**config.mk**
```make
export PLATFORM = sky130hd
export DESIGN_NAME = hazard_ctrl
export DESIGN_NICKNAME = d
export VERILOG_FILES = /design/src/rtl/hazard_ctrl.sv
export SDC_FILE = /design/constraint.sdc
export NUM_CORES = 1
export LEC_CHECK = 0
export BUFFER_PORTS_ARGS = -buffer_cell sky130_fd_sc_hd__buf_2
export CAP_MARGIN = 30
export CORE_UTILIZATION = 34
export DETAILED_ROUTE_END_ITERATION = 12
export PLACE_DENSITY = 0.79
export SETUP_SLACK_MARGIN = 0.5
export SLEW_MARGIN = 30
export SYNTH_ARGS = -nofsm -noshare
export SYNTH_HDL_FRONTEND = slang
export SYNTH_SLANG_ARGS = --single-unit
```
**constraint.sdc**
```tcl
create_clock -name clk -period 2.4 [get_ports clk]
set_input_delay 0.36 -clock clk [delete_from_list [all_inputs] [get_ports clk]]
set_output_delay 0.36 -clock clk [all_outputs]
set_load 0.01 [all_outputs]
```
**src/rtl/hazard_ctrl.sv**
```systemverilog
`default_nettype none
// hazard_ctrl: operand forwarding, load-use / mul-div / memory-wait stalls and branch flush for a 5-stage pipeline.
// Optional macro HAZ_PERF_CNT_EN adds saturating stall/flush cycle counters. Rev 1.0
module hazard_ctrl #(
  parameter int REG_AW   = 5,
  parameter int LOAD_LAT = 1,
  parameter int CNT_W    = 16
) (
  input  logic              clk,
  input  logic              rst_n,
  input  logic [REG_AW-1:0] rs1d,
  input  logic [REG_AW-1:0] rs2d,
  input  logic [REG_AW-1:0] rs1e,
  input  logic [REG_AW-1:0] rs2e,
  input  logic [REG_AW-1:0] rde,
  input  logic [REG_AW-1:0] rdm,
  input  logic [REG_AW-1:0] rdw,
  input  logic              regwritem,
  input  logic              regwritew,
  input  logic              resultsrce0,
  input  logic              pcsrce,
  input  logic              md_start_e,
  input  logic              md_done,
  input  logic              dmem_req_m,
  input  logic              dmem_ready,
  output logic [1:0]        forwardae,
  output logic [1:0]        forwardbe,
  output logic              stallf,
  output logic              stalld,
  output logic              stalle,
  output logic              stallm,
  output logic              flushd,
  output logic              flushe,
  output logic              flushm,
  output logic              flushw,
  output logic              busy
`ifdef HAZ_PERF_CNT_EN
  ,
  input  logic              perf_clr,
  output logic [CNT_W-1:0]  stall_cnt,
  output logic [CNT_W-1:0]  flush_cnt
`endif
);

  localparam int LC_W = $clog2(LOAD_LAT + 1);

  typedef enum logic [1:0] {
    RUN    = 2'd0,
    LDWAIT = 2'd1,
    MDWAIT = 2'd2
  } state_t;

  state_t          r_state, w_state_nxt;
  logic [LC_W-1:0] r_cnt, w_cnt_nxt;
  logic            w_memwait, w_lduse;
  logic            w_sf, w_sd, w_se, w_sm, w_fd, w_fe, w_fm, w_fw;

  assign w_memwait = dmem_req_m && !dmem_ready;
  assign w_lduse   = resultsrce0 && (rde != '0) && ((rde == rs1d) || (rde == rs2d));

  // Forwarding is gated by reset so every output reads zero while rst_n is low.
  always_comb begin
    forwardae = 2'b00;
    forwardbe = 2'b00;
    if (rst_n) begin
      if (regwritem && (rs1e != '0) && (rs1e == rdm))      forwardae = 2'b10;
      else if (regwritew && (rs1e != '0) && (rs1e == rdw)) forwardae = 2'b01;
      if (regwritem && (rs2e != '0) && (rs2e == rdm))      forwardbe = 2'b10;
      else if (regwritew && (rs2e != '0) && (rs2e == rdw)) forwardbe = 2'b01;
    end
  end

  always_comb begin
    w_state_nxt = r_state;
    w_cnt_nxt   = r_cnt;
    w_sf = 1'b0; w_sd = 1'b0; w_se = 1'b0; w_sm = 1'b0;
    w_fd = 1'b0; w_fe = 1'b0; w_fm = 1'b0; w_fw = 1'b0;
    if (w_memwait) begin
      w_sf = 1'b1; w_sd = 1'b1; w_se = 1'b1; w_sm = 1'b1;
      w_fw = 1'b1;
    end else begin
      case (r_state)
        RUN: begin
          if (w_lduse) begin
            w_sf = 1'b1; w_sd = 1'b1; w_fe = 1'b1;
            if (LOAD_LAT > 1) begin
              w_state_nxt = LDWAIT;
              w_cnt_nxt   = LC_W'(LOAD_LAT - 1);
            end
          end else if (md_start_e && !md_done) begin
            w_sf = 1'b1; w_sd = 1'b1; w_se = 1'b1; w_fm = 1'b1;
            w_state_nxt = MDWAIT;
          end
        end
        LDWAIT: begin
          w_sf = 1'b1; w_sd = 1'b1; w_fe = 1'b1;
          w_cnt_nxt = r_cnt - LC_W'(1);
          if (r_cnt == LC_W'(1)) w_state_nxt = RUN;
        end
        MDWAIT: begin
          if (md_done) begin
            w_state_nxt = RUN;
          end else begin
            w_sf = 1'b1; w_sd = 1'b1; w_se = 1'b1; w_fm = 1'b1;
          end
        end
        default: w_state_nxt = RUN;
      endcase
      // A taken branch discards the dependent instruction, so it cancels any load-use hold.
      if (pcsrce && !w_se) begin
        w_fd = 1'b1; w_fe = 1'b1;
        w_sf = 1'b0; w_sd = 1'b0;
        w_state_nxt = RUN;
        w_cnt_nxt   = '0;
      end
    end
  end

  always_ff @(posedge clk or negedge rst_n) begin
    if (!rst_n) begin
      r_state <= RUN;
      r_cnt   <= '0;
    end else begin
      r_state <= w_state_nxt;
      r_cnt   <= w_cnt_nxt;
    end
  end

  assign stallf = rst_n & w_sf;
  assign stalld = rst_n & w_sd;
  assign stalle = rst_n & w_se;
  assign stallm = rst_n & w_sm;
  assign flushd = rst_n & w_fd;
  assign flushe = rst_n & w_fe;
  assign flushm = rst_n & w_fm;
  assign flushw = rst_n & w_fw;
  assign busy   = rst_n & (r_state != RUN);

`ifdef HAZ_PERF_CNT_EN
  logic [CNT_W-1:0] r_stall_cnt, r_flush_cnt;

  always_ff @(posedge clk or negedge rst_n) begin
    if (!rst_n) begin
      r_stall_cnt <= '0;
      r_flush_cnt <= '0;
    end else if (perf_clr) begin
      r_stall_cnt <= '0;
      r_flush_cnt <= '0;
    end else begin
      if (stallf && (r_stall_cnt != '1))              r_stall_cnt <= r_stall_cnt + 1'b1;
      if ((flushd || flushe) && (r_flush_cnt != '1))  r_flush_cnt <= r_flush_cnt + 1'b1;
    end
  end

  assign stall_cnt = r_stall_cnt;
  assign flush_cnt = r_flush_cnt;
`else
  logic w_unused_cnt_w;
  assign w_unused_cnt_w = ^CNT_W;
`endif

endmodule
`default_nettype wire
```
==> impl_metrics.toml, run 1 <==
[hold_path]
hp-class = "input port to asynchronous set/reset pin"

[finish]
final_common_cell = "buf_2"
reg_top3 = "r_state x1"
largest_register_ffs = 1
fin_nets = 187
drive_above_1_share_pct = 57.14
insertedDiodeCount = 0
top_register = "r_state"
instances_no_fill = 156
fillers = 124
syn_to_final_growth_pct = 90.62
final_cell_mix = "50 x buf_2, 26 x xnor2_1, 9 x buf_4"

[critical_path]
path_max_fanout = 4
reg2reg_slack_ns = 1.72
r2r-start = "r_state[1]"
slowest_delay_ns = 0.54
slowest_stage = "or4_4"
setup.worst_path.start_class = "input port"
timing.critical_path.required_ns = 2.04
cp_data_arrival_time_ns = 1.86
critical_path_class = "input port to output pin"
end_kind = "output pin"
rr_endpoint = "r_state[1]"
r2r_cells = 1
path_cells = "buf_8 -> or4_4 -> o21ai_4 -> nor2_2 -> a211o_4 -> and4_4 -> buf_6"

[pwr]
peakVddDrop_mv = 0.1052
p_leak_uw = 0.0004764
power_density_nw_per_um2 = 194.8

[logic_synthesis]
synth_cell_types = 22
synth_nets = 121
synth_seq_cells = 1
netlist_area_sq_um = 546.8
yosys_warnings = 0
synth.avg_cell_area_sq_um = 7.194
postSynthCellCount = 76
ys_seq_area_share_pct = 4.577

[clocking]
clk_latency_ns = 0
clk_pin_slew_worst_paths_ns = 0
holdBufCountCts = 0

[timing]
fin_tns_setup_ns = 0
finalCriticalPeriod_ns = 2.222
maxSlewViolCount = 0
fin_hold_ws_ns = 0.1905
finClkSkew_ns = 0
rsz0062_at_grt = "true"
setup_viol = 0
fmax_mhz = 450.0
maxSlewHeadroom_pct = 78.52
tightestPinTransition_ns = 0.3221
final_hold_viol_count = 0
finalCritPeriodShare_pct = 92.59

[die]
die_y_um = 42.10
fp.dieW_um = 42.10
start_util_pct = 36.30
fp.dieArea_sq_um = 1772
coreArea_sq_um = 1506
ios = 58
rows = 14

[detailed_routing]
drt_iter0_drc = 5
drtPass1Iterations = 4
routed_wirelength_um = 1852
drt-vias-per-instance = 5.122
wl_per_cell_um = 11.87
vias = 799
ant_nets = 0
drc = 0

[placement]
portBuffers = 57
dp.cells = 147
gp_congestion = 0.8310
dp_hpwl_um = 1431

[global_route]
grt_overflow_total = 0
grt_antenna_before_repair = 0
first_global_vias = 802
grt_pass1_wl_um = 2967
grt_start_max_net_pins = 10
grt_util_all_layers_pct = 20.46

[outcome]
outcome = "complete, no violations"

[flow_run]
maxCapViolations = 0
worst max-delay path, delay by kind of cell:
kind                   cells  cell delay [ns]
AND/OR/NAND/NOR            3             0.79
AO/OA/AOI/OAI              2             0.50
buffers and inverters      2             0.21
what timing repair did:
action	4_1_cts	5_1_grt
setup endpoints to repair	7	8
buffers inserted	8	1
resized for setup	24	4
pin swaps	13	6
gates cloned	0	0
synth_stat cells:
| master | count | area [sq um] |
|---|---|---|
| nand2b_1 | 1 | 6.260 |
| a211o_1 | 1 | 8.760 |
| nand4_1 | 4 | 25.02 |
| xnor2_1 | 26 | 227.7 |
| inv_1 | 2 | 7.510 |
| a2bb2oi_1 | 1 | 8.760 |
| nand3_1 | 4 | 20.02 |
| nand2_1 | 5 | 18.77 |
| dfrtp_1 | 1 | 25.02 |
| buf_4 | 2 | 15.01 |
| a21oi_1 | 3 | 15.01 |
| nand3b_1 | 1 | 7.510 |
| xor2_1 | 4 | 35.03 |
| o22ai_1 | 1 | 6.260 |
| nor2_1 | 6 | 22.52 |
| o21ai_0 | 1 | 5.000 |
| and4_4 | 1 | 11.26 |
| or4_1 | 3 | 22.52 |
| a31oi_1 | 1 | 6.260 |
| nor4_1 | 4 | 25.02 |
| o21ai_2 | 1 | 8.760 |
| and2_1 | 3 | 18.77 |
kinds of logic (layout without fill, tap and decap cells):
family / Yosys count / after routing / synth area share [%]
xor+xnor: 30 / 30 / 48.05
flops: 1 / 1 / 4.576
compound gates: 9 / 9 / 10.76
simple gates: 32 / 32 / 32.49
buf+inv: 4 / 68 / 4.119
metrics by stage:
stage	setup slack (ns)	total power [uW]	utilization, %	cell area (sq um)
finish	0.1778	203.0	69.19	1042
global route	0.1420	218.6	69.19	1042
CTS	0.1460	194.8	66.94	1008
detailed placement	0.1450	171.9	56.98	858.3
global placement	0.1707	167.6	56.98	858.3
floorplan	0.3241	102.0	-	568.0
per-layer routing:
metal / up-vias / part of all wire, % / track usage (%)
met5: - / 0 / 0
met4: 0 / 2.1 / 5.000
met3: 5 / 7.5 / 2.586
met2: 48 / 57 / 45.94
met1: 350 / 33 / 18.06
li1: 396 / - / -
final cells by class:
cell class                 instances  area (sq um)  area share [%]
timing repair buffer              66         407.9           39.14
multi-input combinational         71         581.8           55.82
tap                               16         20.02           1.921
inverter                           2         7.507          0.7203
sequential                         1         25.02           2.401
worst max path at each step:
stage,from,endpoint,slack (ns),cells after the start
floorplan,rde[1],stallf,0.32,6
global placement,rde[1],flushd,0.17,7
detailed placement,rde[1],flushd,0.14,7
CTS,rde[4],flushd,0.15,7
global route,rde[4],stallf,0.14,7
finish,rde[4],flushd,0.18,7
power by group:
part	switching (uW)	total (uW)	internal, uW
sequential	2.29	21.3	19.1
combinational	81.8	182	99.9
clock	0	0	0
total	84.0	203	119
(Power assumes the default switching activity.)
==> run 2, diff against run 1 <==
CORE_UTILIZATION = 35   (was 34)
CTS_BUF_LIST = sky130_fd_sc_hd__clkbuf_2   (was default)
PLACE_DENSITY = 0.81   (was 0.79)
==> run 2 against run 1 <==
  * Critical endpoint unchanged
  * Fmax is 0.24% lower
  * Final area is 1.4% lower
  * Sequential power hardly changed
  * Flip-flop and latch count stayed put
  * First-iteration DRC count is 140% higher
==> impl_metrics.toml, run 2 (synthesis gave the netlist of run 1 again) <==
[timing]
setup_viol = 0
fmax_mhz = 448.9
fin_tns_setup_ns = 0
finalCritPeriodShare_pct = 92.82
finClkSkew_ns = 0
maxSlewHeadroom_pct = 73.66
layout_setup_ws_ns = 0.1724
finalCriticalPeriod_ns = 2.228
maxSlewViolCount = 0
tightestPinTransition_ns = 0.3951
rsz0062_at_grt = "true"
final_hold_viol_count = 0

[detailed_routing]
drt-vias-per-instance = 5.105
drtPass1Iterations = 4
routed_wirelength_um = 1981
vias = 781
wl_per_cell_um = 12.95
drc = 0
drt_iter0_drc = 12
ant_nets = 0

[finish]
final_common_cell = "buf_2"
final_cell_mix = "50 x buf_2, 26 x xnor2_1, 8 x buf_4"
drive_above_1_share_pct = 56.52
final_cell_area_sq_um = 1027
utilization_pct = 74.30
reg_top3 = "r_state x1"
instances_no_fill = 153
largest_register_ffs = 1
top_register = "r_state"
syn_to_final_growth_pct = 87.87
insertedDiodeCount = 0
fin_nets = 185

[die]
ios = 58
coreArea_sq_um = 1383
rows = 13
fp.dieArea_sq_um = 1724
fp.dieW_um = 41.53
die_y_um = 41.53
start_util_pct = 39.55

[flow_run]
maxCapViolations = 0

[pwr]
clkPwrFrac_pct = 0
switching_share_pct = 42.13
power.switching_uw = 85.39
p_leak_uw = 0.0004636
p_seq_share_pct = 10.5
pwr-share-comb_pct = 89.5
power_density_nw_per_um2 = 197.3
peakVddDrop_mv = 0.1439
p_int_uw = 117.3

[critical_path]
critical_path_class = "input port to output pin"
cp_data_arrival_time_ns = 1.87
slowest_delay_ns = 0.53
rr_endpoint = "r_state[1]"
path_cells = "buf_8 -> or4_4 -> o21ai_4 -> nor2_2 -> a211o_4 -> and4_4 -> buf_2"
end_kind = "output pin"
timing.critical_path.required_ns = 2.04
slowest_stage = "or4_4"
reg2reg_slack_ns = 1.71
r2r-start = "r_state[1]"
worst-path-buf-inv = 2
path_max_fanout = 4
cp_top_family = "simple AND/OR/NAND/NOR gates"
setup.worst_path.start_class = "input port"
r2r_cells = 1

[placement]
place_area_sq_um = 857.1
gp_congestion = 0.8162
post-place-ws_ns = 0.1441
portBuffers = 57
dp.cells = 146

[hold_path]
hp-class = "input port to asynchronous set/reset pin"

[outcome]
outcome = "complete, no violations"

[global_route]
grt_start_max_net_pins = 10
grt_overflow_total = 0
grt_util_all_layers_pct = 21.40
first_global_vias = 718
grt_antenna_before_repair = 0
grt_pass1_wl_um = 3139

[clocking]
clk_latency_ns = 0
clk_pin_slew_worst_paths_ns = 0
run 2: worst max path at each step:
| stage | start | slack, ns | depth (start not counted) | endpoint |
|---|---|---|---|---|
| 2_1_floorplan | rde[1] | 0.32 | 6 | stallf |
| 3_3_place_gp | rde[1] | 0.17 | 7 | flushd |
| 6_report | rde[1] | 0.17 | 7 | flushd |
| 4_1_cts | rde[1] | 0.20 | 7 | flushd |
| 3_5_place_dp | rde[1] | 0.14 | 7 | flushd |
| 5_1_grt | rde[1] | 0.14 | 7 | flushd |
run 2: power by group through the flow:
stage	clock [uW]	combinational (uW)	sequential [uW]
finish	0	181	21.2
CTS	0	166	21.2
floorplan	0	81.3	20.7
global placement	0	147	21.0
detailed placement	0	150	21.2
global route	0	197	21.6
run 2: per-stage QoR:
| stage | hold WS [ns] | total power [uW] |
|---|---|---|
| final | 0.1909 | 202.7 |
| after global routing | 0.1971 | 218.6 |
| after CTS | 0.1886 | 187.3 |
| after detailed placement | 0.1879 | 171.4 |
| after global placement | 0.1889 | 167.9 |
| after floorplan | 0.06441 | 102.0 |
run 2: metal layers:
metal	vias up	GRT usage, %	wire length (um)
li1	395	-	-
met1	368	29.32	828
met2	18	38.44	1092
met3	0	0.8696	61
met4	0	1.290	0
met5	-	0	0
run 2: repair_timing:
item / CTS / global route
hold buffers: 0 / 0
endpoints found under the hold margin: 0 / 0
endpoints found under the setup margin: 7 / 8
gates cloned: 0 / 0
pin swaps: 10 / 4
buffers inserted: 4 / 3
gates resized for setup: 18 / 10
run 2: final cells by class:
| cell class | instances | area [sq um] |
|---|---|---|
| Multi-Input combinational cell | 71 | 590.6 |
| Inverter | 2 | 7.507 |
| Fill cell | 112 | 355.3 |
| Tap cell | 15 | 18.77 |
| Sequential cell | 1 | 25.02 |
| Timing Repair Buffer | 64 | 385.4 |
